$ cat config.mk
export PLATFORM = sky130hd
export DESIGN_NAME = ir_nec_tx_queue
export DESIGN_NICKNAME = d
export VERILOG_FILES = /design/src/rtl/ir_nec_tx_queue.sv
export SDC_FILE = /design/constraint.sdc
export NUM_CORES = 1
export LEC_CHECK = 0
export CORE_ASPECT_RATIO = 1.5
export CORE_UTILIZATION = 50
export DETAILED_ROUTE_END_ITERATION = 8
export PLACE_DENSITY = 0.67
export RECOVER_POWER = 100
export SLEW_MARGIN = 0
export SYNTH_ARGS = -nofsm -noshare
export SYNTH_HDL_FRONTEND = slang
export SYNTH_SLANG_ARGS = --single-unit
$ cat constraint.sdc
create_clock -name iCLK_50 -period 6.05 [get_ports iCLK_50]
set_input_delay 0.605 -clock iCLK_50 [delete_from_list [all_inputs] [get_ports iCLK_50]]
set_output_delay 0.605 -clock iCLK_50 [all_outputs]
set_load 0.01 [all_outputs]
$ cat src/rtl/ir_nec_tx_queue.sv
// Queued NEC / extended-NEC infrared transmitter: FIFO of address/command words,
// fixed frame cadence, automatic repeat codes and a free-running modulation carrier.
module ir_nec_tx_queue #(
    parameter int UNIT_CYC       = 28125,
    parameter int FRAME_UNITS    = 192,
    parameter int CARRIER_PERIOD = 1316,
    parameter int CARRIER_HIGH   = 439,
    parameter bit MODULATE       = 1'b1,
    parameter int FIFO_DEPTH     = 4
) (
    input  logic        iCLK_50,
    input  logic        iRST_n,
    input  logic        iWR,
    input  logic [15:0] iADDRESS,
    input  logic [7:0]  iCOMMAND,
    input  logic        iEXT,
    input  logic        iREPEAT,
    output logic        oFULL,
    output logic        oOVF,
    output logic        oIR_TX_BUSY,
    output logic        oIRDA_ENV,
    output logic        oIRDA
);
    localparam int UW = (UNIT_CYC > 1) ? $clog2(UNIT_CYC) : 1;
    localparam int CW = (CARRIER_PERIOD > 1) ? $clog2(CARRIER_PERIOD) : 1;
    localparam int FW = ($clog2(FRAME_UNITS + 1) > 8) ? $clog2(FRAME_UNITS + 1) : 8;
    localparam int AW = $clog2(FIFO_DEPTH);
    localparam logic [UW-1:0] UNIT_LAST  = UW'(UNIT_CYC - 1);
    localparam logic [CW-1:0] CAR_LAST   = CW'(CARRIER_PERIOD - 1);
    localparam logic [CW-1:0] CAR_HIGH   = CW'(CARRIER_HIGH);
    localparam logic [FW-1:0] FRAME_LAST = FW'(FRAME_UNITS - 1);

    typedef enum logic [3:0] {
        S_IDLE, S_LEAD_H, S_LEAD_L, S_BIT_H, S_BIT_L, S_STOP,
        S_REP_H, S_REP_L, S_REP_STOP, S_GAP
    } state_t;

    state_t          r_state;
    logic            r_env, r_busy, r_last_vld, r_ovf;
    logic [31:0]     r_sh;
    logic [4:0]      r_bit_cnt, r_seg_cnt;
    logic [UW-1:0]   r_unit_cnt;
    logic [FW-1:0]   r_frm_cnt;
    logic [CW-1:0]   r_car_cnt;
    logic [24:0]     r_mem [FIFO_DEPTH];
    logic [AW:0]     r_wr_ptr, r_rd_ptr;

    logic            w_empty, w_full, w_pop, w_push, w_start_rep;
    logic            w_tick, w_seg_done, w_frame_end, w_car;
    logic [4:0]      w_seg_len;
    logic [24:0]     w_head;
    logic [31:0]     w_payload;

    assign w_empty = (r_wr_ptr == r_rd_ptr);
    assign w_full  = (r_wr_ptr[AW] != r_rd_ptr[AW]) && (r_wr_ptr[AW-1:0] == r_rd_ptr[AW-1:0]);

    assign w_tick      = r_busy && (r_unit_cnt == UNIT_LAST);
    assign w_frame_end = w_tick && (r_frm_cnt == FRAME_LAST);
    assign w_seg_done  = w_tick && (r_seg_cnt == w_seg_len - 5'd1);

    // A new frame always wins over a repeat at the end of a frame period.
    assign w_pop       = !w_empty && ((r_state == S_IDLE) || (r_state == S_GAP && w_frame_end));
    assign w_start_rep = (r_state == S_GAP) && w_frame_end && w_empty && iREPEAT && r_last_vld;
    assign w_push      = iWR && (!w_full || w_pop);

    assign w_head    = r_mem[r_rd_ptr[AW-1:0]];
    assign w_payload = {~w_head[7:0], w_head[7:0],
                        (w_head[24] ? w_head[23:16] : ~w_head[15:8]), w_head[15:8]};

    always_comb begin
        w_seg_len = 5'd1;
        case (r_state)
            S_LEAD_H, S_REP_H: w_seg_len = 5'd16;
            S_LEAD_L:          w_seg_len = 5'd8;
            S_REP_L:           w_seg_len = 5'd4;
            S_BIT_L:           w_seg_len = r_sh[0] ? 5'd3 : 5'd1;
            default:           w_seg_len = 5'd1;
        endcase
    end

    always_ff @(posedge iCLK_50) begin
        if (w_push)
            r_mem[r_wr_ptr[AW-1:0]] <= {iEXT, iADDRESS, iCOMMAND};
    end

    always_ff @(posedge iCLK_50 or negedge iRST_n) begin
        if (!iRST_n) begin
            r_wr_ptr <= '0;
            r_rd_ptr <= '0;
            r_ovf    <= 1'b0;
        end else begin
            if (w_push)
                r_wr_ptr <= r_wr_ptr + 1'b1;
            if (w_pop)
                r_rd_ptr <= r_rd_ptr + 1'b1;
            r_ovf <= iWR && w_full && !w_pop;
        end
    end

    // Carrier runs freely from reset; the frame machine never touches its phase.
    always_ff @(posedge iCLK_50 or negedge iRST_n) begin
        if (!iRST_n)
            r_car_cnt <= '0;
        else
            r_car_cnt <= (r_car_cnt == CAR_LAST) ? '0 : r_car_cnt + 1'b1;
    end
    assign w_car = (r_car_cnt < CAR_HIGH);

    always_ff @(posedge iCLK_50 or negedge iRST_n) begin
        if (!iRST_n) begin
            r_state    <= S_IDLE;
            r_env      <= 1'b0;
            r_busy     <= 1'b0;
            r_last_vld <= 1'b0;
            r_sh       <= '0;
            r_bit_cnt  <= '0;
            r_unit_cnt <= '0;
            r_seg_cnt  <= '0;
            r_frm_cnt  <= '0;
        end else if (w_pop || w_start_rep) begin
            r_state    <= w_pop ? S_LEAD_H : S_REP_H;
            r_env      <= 1'b1;
            r_busy     <= 1'b1;
            r_unit_cnt <= '0;
            r_seg_cnt  <= '0;
            r_frm_cnt  <= '0;
            if (w_pop) begin
                r_sh       <= w_payload;
                r_bit_cnt  <= '0;
                r_last_vld <= 1'b1;
            end
        end else if (r_busy) begin
            r_unit_cnt <= w_tick ? '0 : r_unit_cnt + 1'b1;
            if (w_tick)
                r_frm_cnt <= r_frm_cnt + 1'b1;
            if (w_seg_done)
                r_seg_cnt <= '0;
            else if (w_tick)
                r_seg_cnt <= r_seg_cnt + 1'b1;
            if (w_seg_done) begin
                case (r_state)
                    S_LEAD_H:   begin r_state <= S_LEAD_L;   r_env <= 1'b0; end
                    S_LEAD_L:   begin r_state <= S_BIT_H;    r_env <= 1'b1; end
                    S_BIT_H:    begin r_state <= S_BIT_L;    r_env <= 1'b0; end
                    S_BIT_L: begin
                        r_sh      <= r_sh >> 1;
                        r_bit_cnt <= r_bit_cnt + 1'b1;
                        r_env     <= 1'b1;
                        r_state   <= (r_bit_cnt == 5'd31) ? S_STOP : S_BIT_H;
                    end
                    S_STOP:     begin r_state <= S_GAP;      r_env <= 1'b0; end
                    S_REP_H:    begin r_state <= S_REP_L;    r_env <= 1'b0; end
                    S_REP_L:    begin r_state <= S_REP_STOP; r_env <= 1'b1; end
                    S_REP_STOP: begin r_state <= S_GAP;      r_env <= 1'b0; end
                    S_GAP: begin
                        if (w_frame_end) begin
                            r_state <= S_IDLE;
                            r_env   <= 1'b0;
                            r_busy  <= 1'b0;
                        end
                    end
                    default: ;
                endcase
            end
        end
    end

    assign oFULL       = w_full;
    assign oOVF        = r_ovf;
    assign oIR_TX_BUSY = r_busy;
    assign oIRDA_ENV   = r_env;
    assign oIRDA       = MODULATE ? (r_env & w_car) : r_env;

endmodule
==> results.sh <==
export IMPL_worst_slack_ns=1.78
export IMPL_final_cell_mix="edfxtp_1, dfrtp_1, nand2_1"
export IMPL_cp_depth=7
export IMPL_dieArea_um2=17600
export IMPL_fin_setup_tns_ns=0
export IMPL_die_h_um=162
export IMPL_fin_worst_skew_ns=0.0113
export IMPL_slowest_stage="dfrtp_1"
export IMPL_drive_gt1_share_pct=12.5
export IMPL_arrival_ns=4.58
export IMPL_cts_made_buffers=17
export IMPL_worst_path_buf_inv=1
export IMPL_maxCapViolCount=2
export IMPL_htreeDepth=4
export IMPL_synth_mux_area_fraction_pct=9.61
export IMPL_crit_fanout=35
export IMPL_crit_path_end="r_sh[19]"
export IMPL_via_per_inst=5.66
export IMPL_async_flop_share_pct=47.4
export IMPL_cts_tree="yes"
export IMPL_rsz0062_at_grt="no"
export IMPL_placed_cell_area_um2=9080
export IMPL_synth_compound_area_share_pct=8.82
export IMPL_violations="max-capacitance violations, max-slew violations"
export IMPL_io_pins=34
export IMPL_drt_wl_total_um=15800
export IMPL_sequentialPowerShare_pct=48.0
export IMPL_worst_pin_slew_ns=1.68
export IMPL_p_switching_mw=1.26
export IMPL_crit_family="flip-flops"
export IMPL_crit_start="r_rd_ptr[0]"
export IMPL_synth_top_family_by_area="simple AND/OR/NAND/NOR gates"
export IMPL_synthAdderAreaFrac_pct=2.02
export IMPL_cpPeakStageDelay_ns=1.47
export IMPL_synth_edf_count=100
export IMPL_die_x_um=109
export IMPL_combPwrFrac_pct=24.3
export IMPL_drtAntennaViolNets=0
export IMPL_final_cells=904
export IMPL_finalPower_mw=4.01
export IMPL_grt_pass1_wl_um=27000
export IMPL_hold_viol_final=0
export IMPL_dp_cells=872
export IMPL_clk_latency_ns=0.43
export IMPL_fillers=1325
export IMPL_final_common_cell="edfxtp_1"
export IMPL_area_growth_pct=13.0
export IMPL_regToRegEndpoint="r_sh[19]"
export IMPL_ctsHoldBuffers=0
export IMPL_synth_warnings=0
export IMPL_hp_class="flop to flop"
export IMPL_rrSetupSlack_ns=1.78
export IMPL_cts_buffer_depth=2
export IMPL_powerDensity_nw_per_um2=416
export IMPL_p_int_mw=2.76
export IMPL_synth_fp_nets=692
export IMPL_grt_overflow_total=0
export IMPL_period_needed_ns=4.27
export IMPL_max_freq_ghz=0.234
export IMPL_path_clk_slew_ns=0.07
export IMPL_firstDrtPassIters=4
export IMPL_coreArea_um2=16800
export IMPL_cts_setup_buffers=0
export IMPL_drv_slew=58
export IMPL_io_buffer_count=33
export IMPL_yosysSeqAreaShare_pct=61.5
export IMPL_r2r_cells=7
export IMPL_antenna_diode_count=0
export IMPL_p_clk_share_pct=27.7
export IMPL_p_leak_nw=3.79
export IMPL_cp_cell_sequence="xnor2_1, nand2_1, nor2_1, nor2_2, clkbuf_1, nor2_4, mux2_2"
export IMPL_ir_worst_vdd_uv=293
export IMPL_crit_reg2reg_launch="r_rd_ptr[0]"
export IMPL_fin_util_pct=57.6
export IMPL_grt_max_degree=64
export IMPL_yosysUniqueCellTypes=64
export IMPL_outcome="finished with violations"
export IMPL_min_path_cells=1
export IMPL_syn_area_per_cell_um2=13.1
export IMPL_initial_core_util_pct=51.0
export IMPL_ys_flop_type="edfxtp_1"
export IMPL_design_area_um2=9650
export IMPL_ctsResizeCount=0
export IMPL_setup_viol=0
export IMPL_antenna_found_initial=0
export IMPL_synth_cells=650
export IMPL_dpl_hpwl_um=10400
export IMPL_grtUsageTotal_pct=20.2
export IMPL_gp_congestion=0.903
export IMPL_final_nets=723
export IMPL_synthXorXnorAreaFrac_pct=4.10
export IMPL_grt_pass1_vias=5396
export IMPL_slew_headroom_pct=-11.8
export IMPL_fin_hold_ws_ns=0.461
export IMPL_wl_per_cell_um=17.5
export IMPL_start_kind="flop"
export IMPL_worst_setup_path_type="flop to flop"
export IMPL_sw_frac_of_total_pct=31.3
export IMPL_fp_row_count=58
export IMPL_drc=0
export IMPL_vias=5120
export IMPL_netlist_area_um2=8540
export IMPL_clock_sinks=190
export IMPL_synth_simple_area_share_pct=11.4
export IMPL_place_ws_ns=2.31
export IMPL_synth_seq_cells=190
export IMPL_post_route_period_util_pct=70.5
export IMPL_root_buffer="clkbuf_16"
export IMPL_worstPathRequired_ns=6.36
export IMPL_cp_end_kind="flop"
export IMPL_initialDrtViolationCount=347
flip-flops by register name (all words and copies together) (netlist names), 3 cells and up:
| register | cells |
|---|---|
| r_car_cnt | 11 |
| r_seg_cnt | 5 |
| r_wr_ptr | 3 |
| r_mem | 100 |
| r_frm_cnt | 8 |
| r_bit_cnt | 5 |
| r_sh | 32 |
| r_state | 4 |
| r_rd_ptr | 3 |
| r_unit_cnt | 15 |
layout make-up:
cell class / instances / area, um2 / share of cell area, %
inverters: 18 / 67.6 / 0.700
flip-flops and latches: 190 / 5260 / 54.4
well taps: 210 / 263 / 2.72
clock inverters: 15 / 170 / 1.76
clock buffers: 17 / 425 / 4.41
repair buffers: 45 / 407 / 4.21
multi-input cells: 409 / 3060 / 31.7
worst min path at each step:
stage | start | end
final | r_car_cnt[0] | r_car_cnt[0]
after global routing | r_car_cnt[0] | r_car_cnt[0]
after CTS | iRST_n | r_unit_cnt[7]
after detailed placement | r_car_cnt[0] | r_car_cnt[0]
after global placement | r_car_cnt[0] | r_car_cnt[0]
after floorplan | iRST_n | oIRDA_ENV
synth_stat cells (all sizes together) (13+ instances only):
cell | n | area [um2]
inv | 18 | 67.6
buf | 19 | 96.3
xnor2 | 13 | 114
mux2 | 14 | 158
dfrtp | 90 | 2250
xor2 | 27 | 236
o2bb2ai | 17 | 149
nand3 | 19 | 95.1
edfxtp | 100 | 3000
mux4 | 25 | 563
ha | 13 | 163
clkbuf | 14 | 52.6
nand2 | 62 | 233
nor2 | 56 | 220
a21oi | 28 | 140
o21ai | 28 | 140
kinds of logic (layout without fill, tap and decap cells):
kind of cell	count (synthesis)	count (layout)
muxes	49	49
DFF	190	190
and+or+nand+nor	195	195
adders and majority gates	14	14
xor gates and xnor gates	40	40
buffers and inverters	51	95
AOI/OAI and AO/OA	111	111
power groups by stage:
| stage | sequential, mW | clock (mW) | combinational, mW |
|---|---|---|---|
| detailed placement | 1.96 | 0 | 1.00 |
| finish | 1.93 | 1.11 | 0.975 |
| CTS | 1.93 | 1.14 | 1.01 |
| global route | 1.98 | 1.19 | 1.10 |
| global placement | 1.94 | 0 | 0.985 |
| floorplan | 1.83 | 0 | 0.807 |
layer usage:
layer  part of all wire [%]  global-route usage, %  routed length (um)
met1                     41                   24.6                6540
met2                     53                   34.7                8390
met3                    3.1                   4.05                 488
met4                    2.3                   7.99                 357
met5                      0                      0                   0
No activity file was read; power rests on OpenSTA's default activity.
